===== src/rtl/ram_req_arbiter_if.sv =====
// Request/response bundle between the two masters and the RAM arbiter.
// Master n owns bit n of each 2-bit vector and slice n of the packed fields.
interface ram_req_arbiter_if #(
   parameter int WORD_WIDTH  = 4,
   parameter int INDEX_WIDTH = 4
);
   logic [1:0]               req_valid;
   logic [1:0]               req_ready;
   logic [1:0]               req_we;
   logic [2*INDEX_WIDTH-1:0] req_index;
   logic [2*WORD_WIDTH-1:0]  req_wdata;
   logic [1:0]               rsp_valid;
   logic [WORD_WIDTH-1:0]    rsp_data;
   logic                     rsp_err;

   modport master (
      output req_valid, req_we, req_index, req_wdata,
      input  req_ready, rsp_valid, rsp_data, rsp_err
   );

   modport slave (
      input  req_valid, req_we, req_index, req_wdata,
      output req_ready, rsp_valid, rsp_data, rsp_err
   );
endinterface


===== src/rtl/ram_req_arbiter.sv =====
// Round-robin two-master front end for the on-chip RAM strobe/ack port.
// One transaction in flight; a missing ack turns into an error response.
module ram_req_arbiter #(
   parameter int WORD_WIDTH  = 4,
   parameter int INDEX_WIDTH = 4,
   parameter int TIMEOUT     = 8
) (
   input  logic                   clk_i,
   input  logic                   rst_i,
   ram_req_arbiter_if.slave       bus_if,
   output logic                   ram_wr_o,
   input  logic                   ram_ack_wr_i,
   output logic [WORD_WIDTH-1:0]  ram_wr_data_o,
   output logic [INDEX_WIDTH-1:0] ram_wr_index_o,
   output logic                   ram_rd_o,
   input  logic                   ram_ack_rd_i,
   input  logic [WORD_WIDTH-1:0]  ram_rd_data_i,
   output logic [INDEX_WIDTH-1:0] ram_rd_index_o
);
   localparam int TW = $clog2(TIMEOUT) + 1;

   typedef enum logic [1:0] {IDLE, ISSUE, WAIT, RESP} state_e;

   state_e                 state_q, state_d;
   logic                   last_q, last_d;
   logic [TW-1:0]          timer_q, timer_d;
   logic                   we_q, we_d;
   logic                   id_q, id_d;
   logic [INDEX_WIDTH-1:0] index_q, index_d;
   logic [WORD_WIDTH-1:0]  wdata_q, wdata_d;
   logic [WORD_WIDTH-1:0]  data_q, data_d;
   logic                   err_q, err_d;

   logic gnt;
   logic accept;
   logic ack_hit;

   always_comb begin
      gnt = 1'b0;
      unique case (bus_if.req_valid)
         2'b01:   gnt = 1'b0;
         2'b10:   gnt = 1'b1;
         2'b11:   gnt = ~last_q;
         default: gnt = 1'b0;
      endcase
   end

   // Ready is suppressed during reset so nothing is offered before IDLE is known.
   assign bus_if.req_ready = (state_q == IDLE && !rst_i && |bus_if.req_valid)
                             ? (gnt ? 2'b10 : 2'b01) : 2'b00;
   assign accept  = |(bus_if.req_valid & bus_if.req_ready);
   assign ack_hit = we_q ? ram_ack_wr_i : ram_ack_rd_i;

   always_ff @(posedge clk_i) begin
      if (rst_i) begin
         state_q <= IDLE;
         last_q  <= 1'b1;
         timer_q <= '0;
         we_q    <= 1'b0;
         id_q    <= 1'b0;
         index_q <= '0;
         wdata_q <= '0;
         data_q  <= '0;
         err_q   <= 1'b0;
      end else begin
         state_q <= state_d;
         last_q  <= last_d;
         timer_q <= timer_d;
         we_q    <= we_d;
         id_q    <= id_d;
         index_q <= index_d;
         wdata_q <= wdata_d;
         data_q  <= data_d;
         err_q   <= err_d;
      end
   end

   always_comb begin
      state_d = state_q;
      last_d  = last_q;
      timer_d = timer_q;
      we_d    = we_q;
      id_d    = id_q;
      index_d = index_q;
      wdata_d = wdata_q;
      data_d  = data_q;
      err_d   = err_q;
      unique case (state_q)
         IDLE: begin
            if (accept) begin
               we_d    = bus_if.req_we[gnt];
               index_d = gnt ? bus_if.req_index[INDEX_WIDTH +: INDEX_WIDTH]
                             : bus_if.req_index[0 +: INDEX_WIDTH];
               wdata_d = gnt ? bus_if.req_wdata[WORD_WIDTH +: WORD_WIDTH]
                             : bus_if.req_wdata[0 +: WORD_WIDTH];
               id_d    = gnt;
               last_d  = gnt;
               state_d = ISSUE;
            end
         end
         ISSUE: begin
            timer_d = '0;
            state_d = WAIT;
         end
         WAIT: begin
            if (ack_hit) begin
               data_d  = we_q ? '0 : ram_rd_data_i;
               err_d   = 1'b0;
               state_d = RESP;
            end else if (timer_q == TW'(TIMEOUT - 1)) begin
               data_d  = '0;
               err_d   = 1'b1;
               state_d = RESP;
            end else begin
               timer_d = timer_q + TW'(1);
            end
         end
         RESP: begin
            state_d = IDLE;
         end
         default: state_d = IDLE;
      endcase
   end

   assign ram_wr_o       = (state_q == ISSUE) &  we_q;
   assign ram_rd_o       = (state_q == ISSUE) & ~we_q;
   assign ram_wr_index_o = index_q;
   assign ram_rd_index_o = index_q;
   assign ram_wr_data_o  = wdata_q;

   assign bus_if.rsp_valid = (state_q == RESP) ? (id_q ? 2'b10 : 2'b01) : 2'b00;
   assign bus_if.rsp_err   = (state_q == RESP) & err_q;
   assign bus_if.rsp_data  = data_q;
endmodule


===== src/flat_wrapper.sv =====
// flat-port wrapper written by rule: the top's interface ports become plain ports
module ram_req_arbiter_flat 
#(
   parameter int WORD_WIDTH  = 4,
   parameter int INDEX_WIDTH = 4,
   parameter int TIMEOUT     = 8
)
  (clk_i, rst_i, ram_wr_o, ram_ack_wr_i, ram_wr_data_o, ram_wr_index_o, ram_rd_o, ram_ack_rd_i, ram_rd_data_i, ram_rd_index_o, bus_if_req_valid, bus_if_req_we, bus_if_req_index, bus_if_req_wdata, bus_if_req_ready, bus_if_rsp_valid, bus_if_rsp_data, bus_if_rsp_err);
  ram_req_arbiter_if #(.WORD_WIDTH(WORD_WIDTH), .INDEX_WIDTH(INDEX_WIDTH)) bus_if_i ();
  input  logic clk_i;
  input  logic rst_i;
  output logic ram_wr_o;
  input  logic ram_ack_wr_i;
  output logic [WORD_WIDTH-1:0] ram_wr_data_o;
  output logic [INDEX_WIDTH-1:0] ram_wr_index_o;
  output logic ram_rd_o;
  input  logic ram_ack_rd_i;
  input  logic [WORD_WIDTH-1:0] ram_rd_data_i;
  output logic [INDEX_WIDTH-1:0] ram_rd_index_o;
  input wire logic [$bits(bus_if_i.req_valid)-1:0] bus_if_req_valid;
  input wire logic [$bits(bus_if_i.req_we)-1:0] bus_if_req_we;
  input wire logic [$bits(bus_if_i.req_index)-1:0] bus_if_req_index;
  input wire logic [$bits(bus_if_i.req_wdata)-1:0] bus_if_req_wdata;
  output wire logic [$bits(bus_if_i.req_ready)-1:0] bus_if_req_ready;
  output wire logic [$bits(bus_if_i.rsp_valid)-1:0] bus_if_rsp_valid;
  output wire logic [$bits(bus_if_i.rsp_data)-1:0] bus_if_rsp_data;
  output wire logic [$bits(bus_if_i.rsp_err)-1:0] bus_if_rsp_err;
  assign bus_if_i.req_valid = bus_if_req_valid;
  assign bus_if_i.req_we = bus_if_req_we;
  assign bus_if_i.req_index = bus_if_req_index;
  assign bus_if_i.req_wdata = bus_if_req_wdata;
  assign bus_if_req_ready = bus_if_i.req_ready;
  assign bus_if_rsp_valid = bus_if_i.rsp_valid;
  assign bus_if_rsp_data = bus_if_i.rsp_data;
  assign bus_if_rsp_err = bus_if_i.rsp_err;
  ram_req_arbiter #(.WORD_WIDTH(WORD_WIDTH), .INDEX_WIDTH(INDEX_WIDTH), .TIMEOUT(TIMEOUT)) u_core (.clk_i(clk_i), .rst_i(rst_i), .bus_if(bus_if_i), .ram_wr_o(ram_wr_o), .ram_ack_wr_i(ram_ack_wr_i), .ram_wr_data_o(ram_wr_data_o), .ram_wr_index_o(ram_wr_index_o), .ram_rd_o(ram_rd_o), .ram_ack_rd_i(ram_ack_rd_i), .ram_rd_data_i(ram_rd_data_i), .ram_rd_index_o(ram_rd_index_o));
endmodule

===== config.mk =====
export PLATFORM = sky130hd
export DESIGN_NAME = ram_req_arbiter_flat
export DESIGN_NICKNAME = d
export VERILOG_FILES = /design/src/rtl/ram_req_arbiter_if.sv /design/src/rtl/ram_req_arbiter.sv /design/src/flat_wrapper.sv
export SDC_FILE = /design/constraint.sdc
export NUM_CORES = 1
export LEC_CHECK = 0
export CAP_MARGIN = 5
export CORE_MARGIN = 2
export CORE_UTILIZATION = 40
export CTS_BUF_LIST = sky130_fd_sc_hd__clkbuf_4
export CTS_CLUSTER_DIAMETER = 50
export DETAILED_ROUTE_END_ITERATION = 6
export PLACE_DENSITY = 0.77
export SLEW_MARGIN = 20
export SYNTH_ARGS = -nofsm -noshare
export SYNTH_HDL_FRONTEND = slang
export SYNTH_SLANG_ARGS = --single-unit

===== constraint.sdc =====
create_clock -name clk_i -period 2.01 [get_ports clk_i]
set_clock_uncertainty 0.15 [all_clocks]
set_input_delay 0.5025 -clock clk_i [delete_from_list [all_inputs] [get_ports clk_i]]
set_output_delay 0.5025 -clock clk_i [all_outputs]
set_load 0.01 [all_outputs]

== Yosys cells after proc, flatten, opt, wreduce, memory -nomap -nowiden ==
Cells that the tools add are included.

* Memory bits (read-only): 0
* Memories: 0
* Latch bits: 0
* RAM bits: 0
* Logic and storage cells: 61
* Input port bits: 28
* Output and inout bits: 23
* Bits in registers: 22

* Mux-type cells: 22
* Shift-type cells: 0
* Reductions and logical operators: 12
* Divide/modulo/power cells: 0
* Add/subtract/negate cells: 1
* Order comparisons: 1
* Equality and inequality tests: 10
* Bitwise logic cells: 6
* Multipliers: 0

{| class="wikitable"
|+ Operators with widths
! cell !! count
|-
| 4-bit two-way mux || 7
|-
| 2-bit two-way mux || 7
|-
| 2-bit == test (second input constant) || 4
|-
| 2-bit one-hot mux with 4 select lines || 1
|-
| 4-bit one-hot mux with 2 select lines || 1
|-
| 2-bit AND reduction || 3
|-
| 1-bit two-way mux || 5
|-
| 4-bit by 1-bit adder with 4-bit output (second input constant) || 1
|-
| 4-bit by 3-bit == test with 1-bit output (second input constant) || 1
|-
| 2-bit != test (second input constant) || 2
|-
| 2-bit nonzero test || 2
|-
| 2-bit OR reduction || 2
|-
| 1-bit AND || 3
|-
| 3-bit by 1-bit != test with 1-bit output (second input constant) || 1
|-
| 3-bit AND reduction || 1
|-
| 2-bit AND || 1
|-
| 2-bit by 1-bit == test with 1-bit output (second input constant) || 1
|-
| 1-bit logical AND || 2
|-
| 2-bit logical NOT || 1
|-
| 1-bit by 2-bit < comparator with 1-bit output (second input constant) || 1
|-
| 2-bit by 1-bit != test with 1-bit output (second input constant) || 1
|-
| 1-bit inverter || 2
|-
| 1-bit one-hot mux with 2 select lines || 1
|-
| 1-bit logical NOT || 1
|}

== Longest topological paths before layout ==
Gate-level depths: netlist of the first run.

* Word-level depth: 8
* Mapped depth: 6
* Gate-level depth less buffers: 6

== Worst setup path after synthesis of the first run ==
Ideal clock, no wire load.

* Kind: reg2out
* Start point: reg u_core.state_q[0]
* End point: out bus_if_req_ready[0]
* Required time: 1357 ps
* Path buffers: 0
* Cell stages (with the launch flop): 5
* Data arrival time: 1157 ps
* Setup slack: 200 ps
* Cells stage by stage: dfxtp_1 -> inv_1 -> ha_1 -> nand2_1 -> nor3_1

* Longest elaborated chain between the ends: 4

{| class="wikitable"
|+ Ends and longest elaborated chain
! element !! RTL line !! text
|-
| start, declared || ram_req_arbiter.sv:24 || <nowiki>state_e state_q, state_d;</nowiki>
|-
| start signal, assigned || ram_req_arbiter.sv:66 || <nowiki>state_q <= state_d;</nowiki>
|-
| 2-bit logical NOT || ram_req_arbiter.sv:49 || <nowiki>assign bus_if.req_ready = (state_q == IDLE && !rst_i && |bus_if.req_valid)</nowiki>
|-
| 1-bit logical AND (2 in series) || ram_req_arbiter.sv:49 ||
|-
| 2-bit two-way mux || ram_req_arbiter.sv:50 || <nowiki>? (gnt ? 2'b10 : 2'b01) : 2'b00;</nowiki>
|-
| end, declared || flat_wrapper.sv:24 || <nowiki>output wire logic [$bits(bus_if_i.req_ready)-1:0] bus_if_req_ready;</nowiki>
|}

Every way passes these cells.

== Final worst setup path of the first run ==
Ends and elaborated chain as after synthesis.

==> results by group, run 1 <==
Run status
  • Status: finished, final reports clean

Power and ir drop
  • VDD IR max: 0.5187 mV
  • Logic gate share of total power: approximately 53%
  • Power Internal: 0.001056 W
  • Pwr/cell area: 875.6 mW/mm2
  • Power share of the sequential group: 34.7%
  • Psw: 0.0005607 W
  • Clk network pwr share: 12.2%
  • Switching Share: roughly a third
  • Static Leak: 0.7332 nW

Timing
  • Final period util: 97.27%
  • Fin. max-slew vios: 0
  • Setup violators final: 0
  • Slew @ Worst Pin: roughly 0.38 ns
  • Worst relative slew slack: 74.42%
  • Worst setup margin: 0.05494 ns
  • Tmin final: 1.955 ns
  • Achievable Freq: about 510 MHz
  • Final Hold Violating Endpoints: 0
  • WHS: 0.3144 ns

CTS
  • H-Tree Level Count: 1
  • Total CTS buffers: 3
  • Root Driver: clkbuf_4
  • Hold_buf cts: 0
  • CTS Buffer Depth: 2
  • Clk slew on worst S/H paths: about 0.11 ns
  • Skew-Pair Late Insertion Delay: approximately 0.30 ns
  • CTS Sinks: 22
  • CTS tree: yes

Logic synthesis
  • Area leader, netlist: dfxtp_1
  • Area contributors post-synth: dfxtp_1 37%, mux2i_1 7.7%, ha_1 6.4%
  • #FFs+latches synth: 22
  • Synth unique cells: 36
  • Post-synthesis cell count: 132
  • Sequential fraction of the synthesis area: 37.41%
  • Synthesized area per cell: 8.920 um2
  • Yosys warns: 0
  • Area share of the largest cell type after synthesis: 37.41%
  • Synth Net Count: ~170
  • Mapped cell area: 0.001177 mm2

Critical path
  • Critical path class: reg2out
  • Crit-path cells: inv_1 -> ha_4 -> nand2_1 -> nor3_2 -> buf_2
  • RR Startpoint: u_core.state_q[0]$_SDFFE_PP0P_
  • CP bufs+invs: 2
  • Arr. time, crit path: between 1 and 1.5 ns
  • Critical path depth: 5
  • Delay-heaviest family, CP: flip-flops
  • R2R Path End: u_core.timer_q[3]$_SDFFE_PP0P_
  • CP max-delay cell: dfxtp_2
  • Worst R2R Path Depth: 6
  • Crit end category: output pin
  • Register-to-register setup slack: 0.17 ns
  • Critical-path maximum fanout: 5
  • Worst endpoint required time: 1.36 ns
  • Slowest Stage Delay on Critical Path: 0.34 ns
  • Startpoint Class: register

Place
  • Post-DP HPWL: 2.302 mm
  • Port Buffers: 50
  • Setup Slack @ Placement: -0.5767 ns
  • Placed inst area: 0.001768 mm2
  • RD Place Congestion: 0.7790

Global route
  • First-pass GRT wire length: between 4 and 5 mm
  • All-Layer GR Usage: 18.67%
  • GRT overflow: 0
  • Largest net degree at the start of global routing: 27
  • Initial antenna violation count: 0
  • Number of global-route vias before repair: 1184

Min path
  • Hold WC Path Type: reg2reg
  • Hold path depth: 2
  • Hold Path Origin: u_core.bus_if.rsp_data[2]$_SDFFE_PP0P_
  • Min-Delay Endpoint: u_core.bus_if.rsp_data[2]$_SDFFE_PP0P_

Floorplan
  • Die area: 0.003394 mm2
  • # IOs: 51
  • Die width: 58.26 um
  • Die height: a little under 60 um
  • Rows: 19
  • Total core area: around 0.0028 mm2
  • Initial Utilization: 42.33%

Detailed routing
  • DR WL/cell: 13.58 um
  • Drt initial violations: 19
  • DRT Wirelength: approximately 3.0 mm
  • Post-DRT Antenna Nets: 0
  • Via count: between 1000 and 1500
  • DRT Pass-1 Iters: 6
  • Remaining DRCs: 0
  • Via/cell ratio: 5.210

Final layout
  • Area grow syn2layout: 56.85%
  • NumNets Final: 229
  • Commonest non-fill, non-tap cell in the layout: clkdlybuf4s50_1
  • Share of layout cells above drive strength 1: a little under a quarter
  • Antenna Cells: 0
  • Finished Cell Area: 0.001847 mm2
  • Final core utilization: between 60% and 70%
  • Most frequent cells in the layout: 40 x clkdlybuf4s50_1, 20 x dfxtp_1, 17 x buf_4

Flow run
  • Max-Cap Viols: 0
-- worst max path at each step --
stage	start	end
after floorplan	u_core.state_q[0]$_SDFFE_PP0P_	bus_if_req_ready[0]
after global placement	bus_if_req_valid[1]	bus_if_req_ready[1]
after detailed placement	bus_if_req_valid[1]	bus_if_req_ready[1]
after CTS	u_core.state_q[0]$_SDFFE_PP0P_	bus_if_rsp_valid[1]
after global routing	u_core.state_q[0]$_SDFFE_PP0P_	bus_if_req_ready[0]
final	u_core.state_q[0]$_SDFFE_PP0P_	bus_if_req_ready[0]
-- synthesized netlist by cell type --
library cell and number:
and3_1 1, o31ai_2 1, nand2_1 9, a22oi_1 3, a32oi_1 1, a21boi_1 1, a21oi_1 6, a211o_1 3
or3_1 2, a31oi_1 2, nor3_1 2, nand3b_1 1, a211oi_1 8, inv_1 5, dfxtp_1 22, nand2b_1 3
buf_2 1, o21ai_0 1, buf_4 6, mux2_4 1, or3_4 1, mux2i_1 9, and2_1 2, nand3_1 8
o21bai_1 1, and2b_2 2, ha_1 6, a221oi_1 1, o21ai_1 2, nor2b_1 2, and3b_1 2, buf_1 1
nor2_1 12, nor3b_2 1, clkbuf_1 2, and2_2 1
-- worst reg2reg max path: cells and delay by family (launching register included) --
kind            cells  cell delay (ns)
simple gates        2             0.52
fa+ha+maj           1             0.38
flops               1             0.34
buf+inv             2             0.23
compound gates      1             0.16
-- what timing repair did --
action | CTS | global route
pin swaps | 0 | 1
gates resized for setup | 28 | 17
buffers inserted | 2 | 1
endpoints found under the hold margin | 0 | 0
endpoints found under the setup margin | 7 | 7
-- cell type report --
| cell class | instances | area, um2 |
|---|---|---|
| repair buffers | 68 | 616.8 |
| flip-flops and latches | 22 | 442.9 |
| well taps | 31 | 38.79 |
| fillers | 240 | 934.6 |
| inverters | 5 | 18.77 |
| multi-input cells | 95 | 706.9 |
| clock buffers | 3 | 22.52 |
-- logic make-up (layout without fill, tap and decap cells) --
family	after synthesis	count (layout)	synth area share, %
AO/OA/AOI/OAI	30	30	17.96
adder cells (fa/ha/maj)	6	6	6.376
buffers and inverters	15	76	6.801
flip-flops	22	22	37.41
multiplexers	10	10	8.927
AND/OR/NAND/NOR	49	49	22.53
-- stage by stage --
stage / total power (W) / setup TNS (ns) / std cells
2_1_floorplan: 0.0009702 / 0 / 132
3_3_place_gp: 0.001309 / -1.559 / 218
3_5_place_dp: 0.001336 / -2.409 / 218
4_1_cts: 0.001536 / -0.09215 / 223
5_1_grt: 0.001735 / -0.03566 / 224
6_report: 0.001617 / 0 / 224
-- sequential cells by signal, summed over array words and instances, names as in the netlist --
name	cells
u_core.bus_if.rsp_data	4
u_core.err_q	1
u_core.id_q	1
u_core.last_q	1
u_core.ram_rd_index_o	4
u_core.ram_wr_data_o	4
u_core.state_q	2
u_core.timer_q	4
u_core.we_q	1
-- power groups by stage --
stage               registers [W]  logic (W)  clock network [W]
finish                   0.000561   0.000859           0.000197
global route             0.000573   0.000933           0.000229
CTS                      0.000558   0.000775           0.000203
detailed placement       0.000563   0.000773                  0
global placement         0.000561   0.000748                  0
floorplan                0.000585   0.000385                  0
-- layer usage --
metal	routed length [um]	GRT usage (%)	share of wire, %
met1	1194	20.66	39
met2	1603	35.88	53
met3	224	3.571	7.4
met4	19	4.983	0.62
met5	0	0	0
No activity file was read; power rests on OpenSTA's default activity.
==> run 2, diff against run 1 <==
--- a/config.mk
+++ b/config.mk
@@ -5,6 +5,7 @@
 export SDC_FILE = /design/constraint.sdc
 export NUM_CORES = 1
 export LEC_CHECK = 0
+export ABC_CLOCK_PERIOD_IN_PS = 2009
 export CAP_MARGIN = 5
 export CORE_MARGIN = 2
 export CORE_UTILIZATION = 40
==> results of run 2 <==
Same layout as run 1: the final DEF is identical, and so are final timing and power.
